[config.mk]
export PLATFORM = sky130hd
export DESIGN_NAME = mat_stream_loader
export DESIGN_NICKNAME = d
export VERILOG_FILES = /design/src/rtl/mat_stream_loader.sv
export SDC_FILE = /design/constraint.sdc
export NUM_CORES = 1
export LEC_CHECK = 0
export CAP_MARGIN = 20
export CORE_MARGIN = 10
export CORE_UTILIZATION = 25
export DETAILED_ROUTE_END_ITERATION = 6
export GPL_TIMING_DRIVEN = 0
export PLACE_DENSITY = 0.49
export SLEW_MARGIN = 20
export SYNTH_ARGS = -nofsm -noshare
export SYNTH_HDL_FRONTEND = slang
export SYNTH_SLANG_ARGS = --single-unit
export TNS_END_PERCENT = 1
[constraint.sdc]
create_clock -name clk -period 25.1 [get_ports clk]
set_input_delay 3.765 -clock clk [delete_from_list [all_inputs] [get_ports clk]]
set_output_delay 3.765 -clock clk [all_outputs]
set_load 0.01 [all_outputs]
[src/rtl/mat_stream_loader.sv]
// Collects an N x N matrix streamed element by element in row-major order
// and holds it for a downstream consumer until acknowledged.
module mat_stream_loader #(
  parameter int N = 5,
  parameter int W = 32
) (
  input  logic             clk,
  input  logic             rst,
  input  logic             clr,
  input  logic [W-1:0]     in_data,
  input  logic             in_valid,
  output logic             in_ready,
  output logic [N*N*W-1:0] mat_out,
  output logic             mat_valid,
  input  logic             mat_ack,
  output logic [4:0]       elem_cnt
);

  localparam int CW = $clog2(N + 1);
  localparam int IW = $clog2(N * N);

  typedef enum logic {
    S_LOAD,
    S_HOLD
  } state_t;

  state_t          r_state;
  state_t          w_state_n;
  logic [CW-1:0]   r_row;
  logic [CW-1:0]   r_col;
  logic [4:0]      r_cnt;
  logic [W-1:0]    r_mat [N*N];
  logic [IW-1:0]   w_idx;
  logic            w_xfer;
  logic            w_last;

  assign w_last = (r_row == CW'(N)) && (r_col == CW'(N));
  assign w_idx  = IW'(N * (int'(r_row) - 1) + int'(r_col) - 1);

  always_ff @(posedge clk or posedge rst) begin
    if (rst) begin
      r_state <= S_LOAD;
    end else begin
      r_state <= w_state_n;
    end
  end

  // clr overrides any transfer or ack in the same cycle
  always_comb begin
    w_state_n = r_state;
    w_xfer    = 1'b0;
    if (clr) begin
      w_state_n = S_LOAD;
    end else begin
      unique case (r_state)
        S_LOAD: begin
          if (in_valid) begin
            w_xfer = 1'b1;
            if (w_last) begin
              w_state_n = S_HOLD;
            end
          end
        end
        S_HOLD: begin
          if (mat_ack) begin
            w_state_n = S_LOAD;
          end
        end
        default: w_state_n = S_LOAD;
      endcase
    end
  end

  always_ff @(posedge clk or posedge rst) begin
    if (rst) begin
      r_row <= CW'(1);
      r_col <= CW'(1);
      r_cnt <= '0;
      for (int i = 0; i < N * N; i++) begin
        r_mat[i] <= '0;
      end
    end else if (clr) begin
      r_row <= CW'(1);
      r_col <= CW'(1);
      r_cnt <= '0;
      for (int i = 0; i < N * N; i++) begin
        r_mat[i] <= '0;
      end
    end else if (w_xfer) begin
      r_mat[w_idx] <= in_data;
      r_cnt        <= r_cnt + 5'd1;
      if (r_col == CW'(N)) begin
        r_col <= CW'(1);
        r_row <= (r_row == CW'(N)) ? CW'(1) : r_row + CW'(1);
      end else begin
        r_col <= r_col + CW'(1);
      end
    end else if (r_state == S_HOLD && mat_ack) begin
      r_cnt <= '0;
    end
  end

  genvar g;
  generate
    for (g = 0; g < N * N; g++) begin : g_out
      assign mat_out[g*W +: W] = r_mat[g];
    end
  endgenerate

  assign in_ready  = (r_state == S_LOAD);
  assign mat_valid = (r_state == S_HOLD);
  assign elem_cnt  = r_cnt;

endmodule

After elaboration in Yosys (flattened, before gate mapping)
Cells that the tools add are included.
{"block": "totals", "regBits": 812, "inputBits": 37, "output_inout_bits": 807, "elab_cells": 72}
{"block": "op_classes", "n_addsub": 6, "mul": 1, "magnitude_cmp": 2, "eq_ne": 2, "n_mux": 23, "n_bitwise": 2, "reduce_logical": 7}
{"operator": "two-way mux 800 bit", "count": 2}
{"operator": "bitwise mux 800 bit", "count": 1}
{"operator": "demux 32 bit (select 5 bit)", "count": 1}
{"operator": "two-way mux 32 bit", "count": 1}
{"operator": "two-way mux 3 bit", "count": 7}
{"operator": "two-way mux 5 bit", "count": 3}
{"operator": "two-way mux 1 bit", "count": 7}
{"operator": "adder 3 x 1 -> 3 bit (second input constant)", "count": 2}
{"operator": "equality test 3 bit (second input constant)", "count": 2}
{"operator": ">= comparator 6 bit (second input constant)", "count": 1}
{"operator": "< comparator 6 x 1 -> 1 bit (second input constant)", "count": 1}
{"operator": "inverter 5 -> 6 bit", "count": 1}
{"operator": "adder 5 x 1 -> 5 bit (second input constant)", "count": 1}
{"operator": "adder 5 x 4 -> 5 bit", "count": 1}
{"operator": "multiplier 4 x 4 -> 5 bit (first input constant)", "count": 1}
{"operator": "subtractor 5 x 2 -> 5 bit (second input constant)", "count": 1}
{"operator": "nonzero test 2 bit", "count": 2}
{"operator": "subtractor 3 x 1 -> 4 bit (second input constant)", "count": 1}
{"operator": "logical AND 1 bit", "count": 3}
{"operator": "nonzero test 3 bit", "count": 1}
{"operator": "case mux 1 bit (2 select lines)", "count": 1}
{"operator": "AND reduction 2 bit", "count": 1}
{"operator": "inverter 1 bit", "count": 1}

Logic depth before layout (Yosys ltp)
{"block": "depth", "word_depth": 12, "ltp_mapped": 17}

Worst setup path before layout
Ideal clock, no wire load.
{"block": "synth_timing", "kind": "input to register", "from": "in in_valid", "to": "reg r_mat (netlist bit mat_out[607])", "setup_time_ns": 0.136, "arrival_time_ns": 5.292, "setup_slack_ns": 19.672, "stages": 5, "path_cell_list": "or4bb_1 nor2_1 a21boi_0 clkbuf_1 o32ai_1"}
{"block": "synth_between", "elab_chain_len": 4}
{"element": "start: declaration", "line": "11", "source": "input logic in_valid,"}
{"element": "two-way mux 1 bit", "line": "57", "source": "if (in_valid) begin"}
{"element": "two-way mux 1 bit", "line": "55", "source": "unique case (r_state)"}
{"element": "two-way mux 1 bit", "line": "52", "source": "if (clr) begin"}
{"element": "nonzero test 2 bit (no line)"}
{"element": "end signal: indexed assignment", "line": "90", "source": "r_mat[w_idx] <= in_data;"}
{"element": "end: declaration", "line": "32", "source": "logic [W-1:0] r_mat [N*N];"}
Every way passes these cells.
A chain may end at the register's enable or synchronous reset.

Worst setup path in the final report
{"block": "layout_timing", "from": "in in_valid", "to": "reg r_mat (netlist bit mat_out[255])"}
The elaborated chain is that of the path after synthesis.

==> metrics.csv <==
stage;metric;value;unit
grt;grt_pass1_wl;236;mm
power;switching_share;28.8;%
route;via_count;26100;
route;wl_per_cell;31.9;µm
die;initial_core_util;25.2;%
place;placed_cells;5310;
yosys;synth_seq_cells;812;
yosys;synth_compound_area_share;9.28;%
timing;setup_viol;0;
setup_path;crit-reg2reg-launch;r_row[0];
setup_path;required;25.73;ns
setup_path;crit_fanout;10;
yosys;muxShareOfSynthArea;15.3;%
yosys;ys_warn_count;0;
finish;finish.net_count;3717;
finish;area_growth;44.2;%
die;rows;132;
die;io_pins;844;
die;dieWidth;382;µm
setup_path;start_kind;primary input;
timing;period_share;25.3;%
timing;tightest_slew;1.20;ns
route;detail_route.iter0.violations;1856;
timing;drv_slew;0;
timing;rsz0062_at_grt;no;
power;p_per_area;68.3;nW/µm²
timing;hold_ws;0.485;ns
route;drc;0;
clock_network;clk_latency;0.71;ns
setup_path;crit_top_cell;clkbuf_1;
clock_network;clock-root-buffer;clkbuf_16;
yosys;synth_simple_gate_area_share;8.31;%
clock_network;clockBufferDepth;3;
timing;max-slew-margin-rel;20.1;%
power;p_seq_share;42.5;%
grt;grt_max_degree;31;
clock_network;numCtsBuffers;95;
place;gp_congestion;0.862;
setup_path;r2r_slack;19.62;ns
grt;grt_use_total;23.1;%
yosys;synthAdderAreaFrac;0.663;%
clock_network;clock_sinks;812;
timing;hold_viol;0;
yosys;synth-edff-count;0;
setup_path;worst_path_largest_cell_delay;0.74;ns
place;dpl.hpwl;135;mm
timing;tns;0;ns
route;firstDrtPassIters;5;
power;clkPwrFrac;43.3;%
setup_path;rr_worst_depth;16;
setup_path;rr_endpoint;mat_out[608];
setup_path;cp.arrival;6.99;ns
setup_path;crit_type;in2reg;
clock_network;cts_setup_buffers;0;
die;die_h;382;µm
clock_network;post_cts_resized;0;
power;vdd_ir_drop_max;0.0522;mV
yosys;synth-async-reset-ratio;100;%
yosys;synth-xor-area-share;0.175;%
yosys;syn_inst;2690;
setup_path;critPathTopFamily;buffers and inverters;
yosys;synth_area;32800;µm²
yosys;ys_types;56;
finish;drive_gt1_share;7.81;%
clock_network;cts.htree.levels;3;
setup_path;startpoint;in_valid;
power;p_comb_share;14.2;%
flow_run;cap_violations;0;
setup_path;cp_slowest_cell;clkbuf_1;
power;p_sw;0.932;mW
grt;grt_pass1_vias;26600;
hold_path;hold_class;reg2reg;
yosys;syn_area_per_cell;12.2;µm²
place;port_buffers;842;
yosys;ys_seq_area_share;61.9;%
hold_path;min_to;mat_out[331];
hold_path;hold_depth;1;
route;wl;175;mm
power;leakagePower;22.6;nW
grt;grt_antenna_before_repair;10;
route;vias_per_cell;4.76;
die;die-area;146000;µm²
setup_path;setup.worst_path.end_class;flip-flop;
status;status;completed;
power;p_int;2.30;mW
yosys;ys.flop_type;dfrtp_1;
yosys;syn_nets;2742;
finish;finalNonFillerCells;5483;
timing;fin_crit;6.36;ns
setup_path;worst-path-buf-inv;4;
die;core_area;130000;µm²
setup_path;crit_chain;clkdlybuf4s50_1 -> nor3b_1 -> clkbuf_1 -> clkbuf_1 -> nand2_1 -> inv_1 -> a22o_1;
grt;overflow;0;
route;antenna_left;0;
clock_network;hold_buffers;0;
timing;fmax;157;MHz
clock_network;clk_pin_slew;0.05;ns
timing;finalClockSkew;0.0323;ns
hold_path;worstHoldStart;mat_out[331];
clock_network;cts_tree;yes;
yosys;synth_top_family_by_area;multiplexers;
[through the flow]
stage	cell area, µm²	power [mW]	utilization [%]	setup WS (ns)
6_report	47300	3.23	36.4	18.74
2_1_floorplan	32800	1.60	-	10.19
4_1_cts	47300	3.27	36.4	18.75
3_5_place_dp	44200	1.86	34.0	17.98
3_3_place_gp	43400	1.85	33.4	3.71
5_1_grt	47300	3.35	36.4	18.62
[synth_stat cells (5+ instances only)]
cell       instances  share of area (%)
o21ai_0            7               0.11
nand4_1            9               0.17
nand2_1          566                6.5
clkbuf_1         147                1.7
and2_1            15               0.29
o2bb2ai_1        130                3.5
a22o_1            53                1.4
o32ai_1           97                2.6
buf_2             59               0.90
dfrtp_1          810                 62
nand3_1           19               0.29
nor2b_1            8               0.15
o21ai_2            5               0.13
a31oi_1            9               0.17
ha_1              11               0.42
a32o_1            21               0.64
nor2_1            21               0.24
o211ai_1           7               0.16
buf_4              7               0.16
a21boi_1           5               0.11
mux2i_1          500                 15
inv_1            118                1.3
[power by group through the flow]
stage	clock network [mW]	logic, mW	registers (mW)
after floorplan	0	0.188	1.42
after global placement	0	0.446	1.40
after detailed placement	0	0.464	1.40
after CTS	1.43	0.466	1.37
after global routing	1.48	0.486	1.38
final	1.40	0.459	1.38
[layout by cell type, fill, tap and decap left out, drive strengths merged, types with 7 or more instances in the layout]
master / synthesis / layout
nor2: 21 / 21
clkdlybuf4s50: 0 / 842
mux2i: 500 / 500
and2: 15 / 15
nand2: 566 / 566
ha: 11 / 11
nor4: 7 / 7
a21boi: 8 / 8
o21ai: 13 / 13
o32ai: 97 / 97
o211ai: 8 / 8
clkbuf: 147 / 280
o2bb2ai: 130 / 130
nand4: 9 / 9
inv: 118 / 123
a22o: 53 / 53
buf: 75 / 111
a32o: 21 / 21
dfrtp: 810 / 810
clkinv: 0 / 23
nor2b: 8 / 8
nand3: 19 / 19
a31oi: 11 / 11
[metal layers]
metal  vias to the layer above  share of wire, %  track usage, %
met5                         -             0.023               0
met4                         6               3.7            7.70
met3                       224               6.5            5.71
met2                       908                47            37.1
met1                     13600                43            30.1
li1                      11300                 -               -
[sequential cells by signal, indices dropped and copies added, names as in the netlist]
| signal | cells |
|---|---|
| elem_cnt | 5 |
| r_row | 3 |
| mat_valid | 1 |
| r_col | 3 |
| mat_out | 800 |
[kinds of logic after synthesis]
family                     Yosys count
xor gates and xnor gates             5
muxes                              501
buffers and inverters              340
and+or+nand+nor                    664
DFF                                812
AOI/OAI and AO/OA                  353
adders and majority gates           15
[area by class of cell]
cell class                 count  area, µm²
buffer                       222       1000
tap                         1742       2180
clock buffer                 133       2700
fill                       13000      82600
antenna                        4       10.0
sequential                   812      20300
clock inverter                36        400
inverter                     118        447
timing repair buffer         878       9160
multi-input combinational   1538      11100
[worst max-delay path by stage]
| stage | end | slack [ns] | depth (start not counted) |
|---|---|---|---|
| 2_1_floorplan | elem_cnt[0] | 10.19 | 1 |
| 3_3_place_gp | mat_out[180] | 3.71 | 2 |
| 3_5_place_dp | mat_out[454] | 17.98 | 7 |
| 4_1_cts | mat_out[454] | 18.75 | 7 |
| 5_1_grt | mat_out[374] | 18.62 | 6 |
| 6_report | mat_out[255] | 18.74 | 7 |
(Power assumes the default switching activity.)
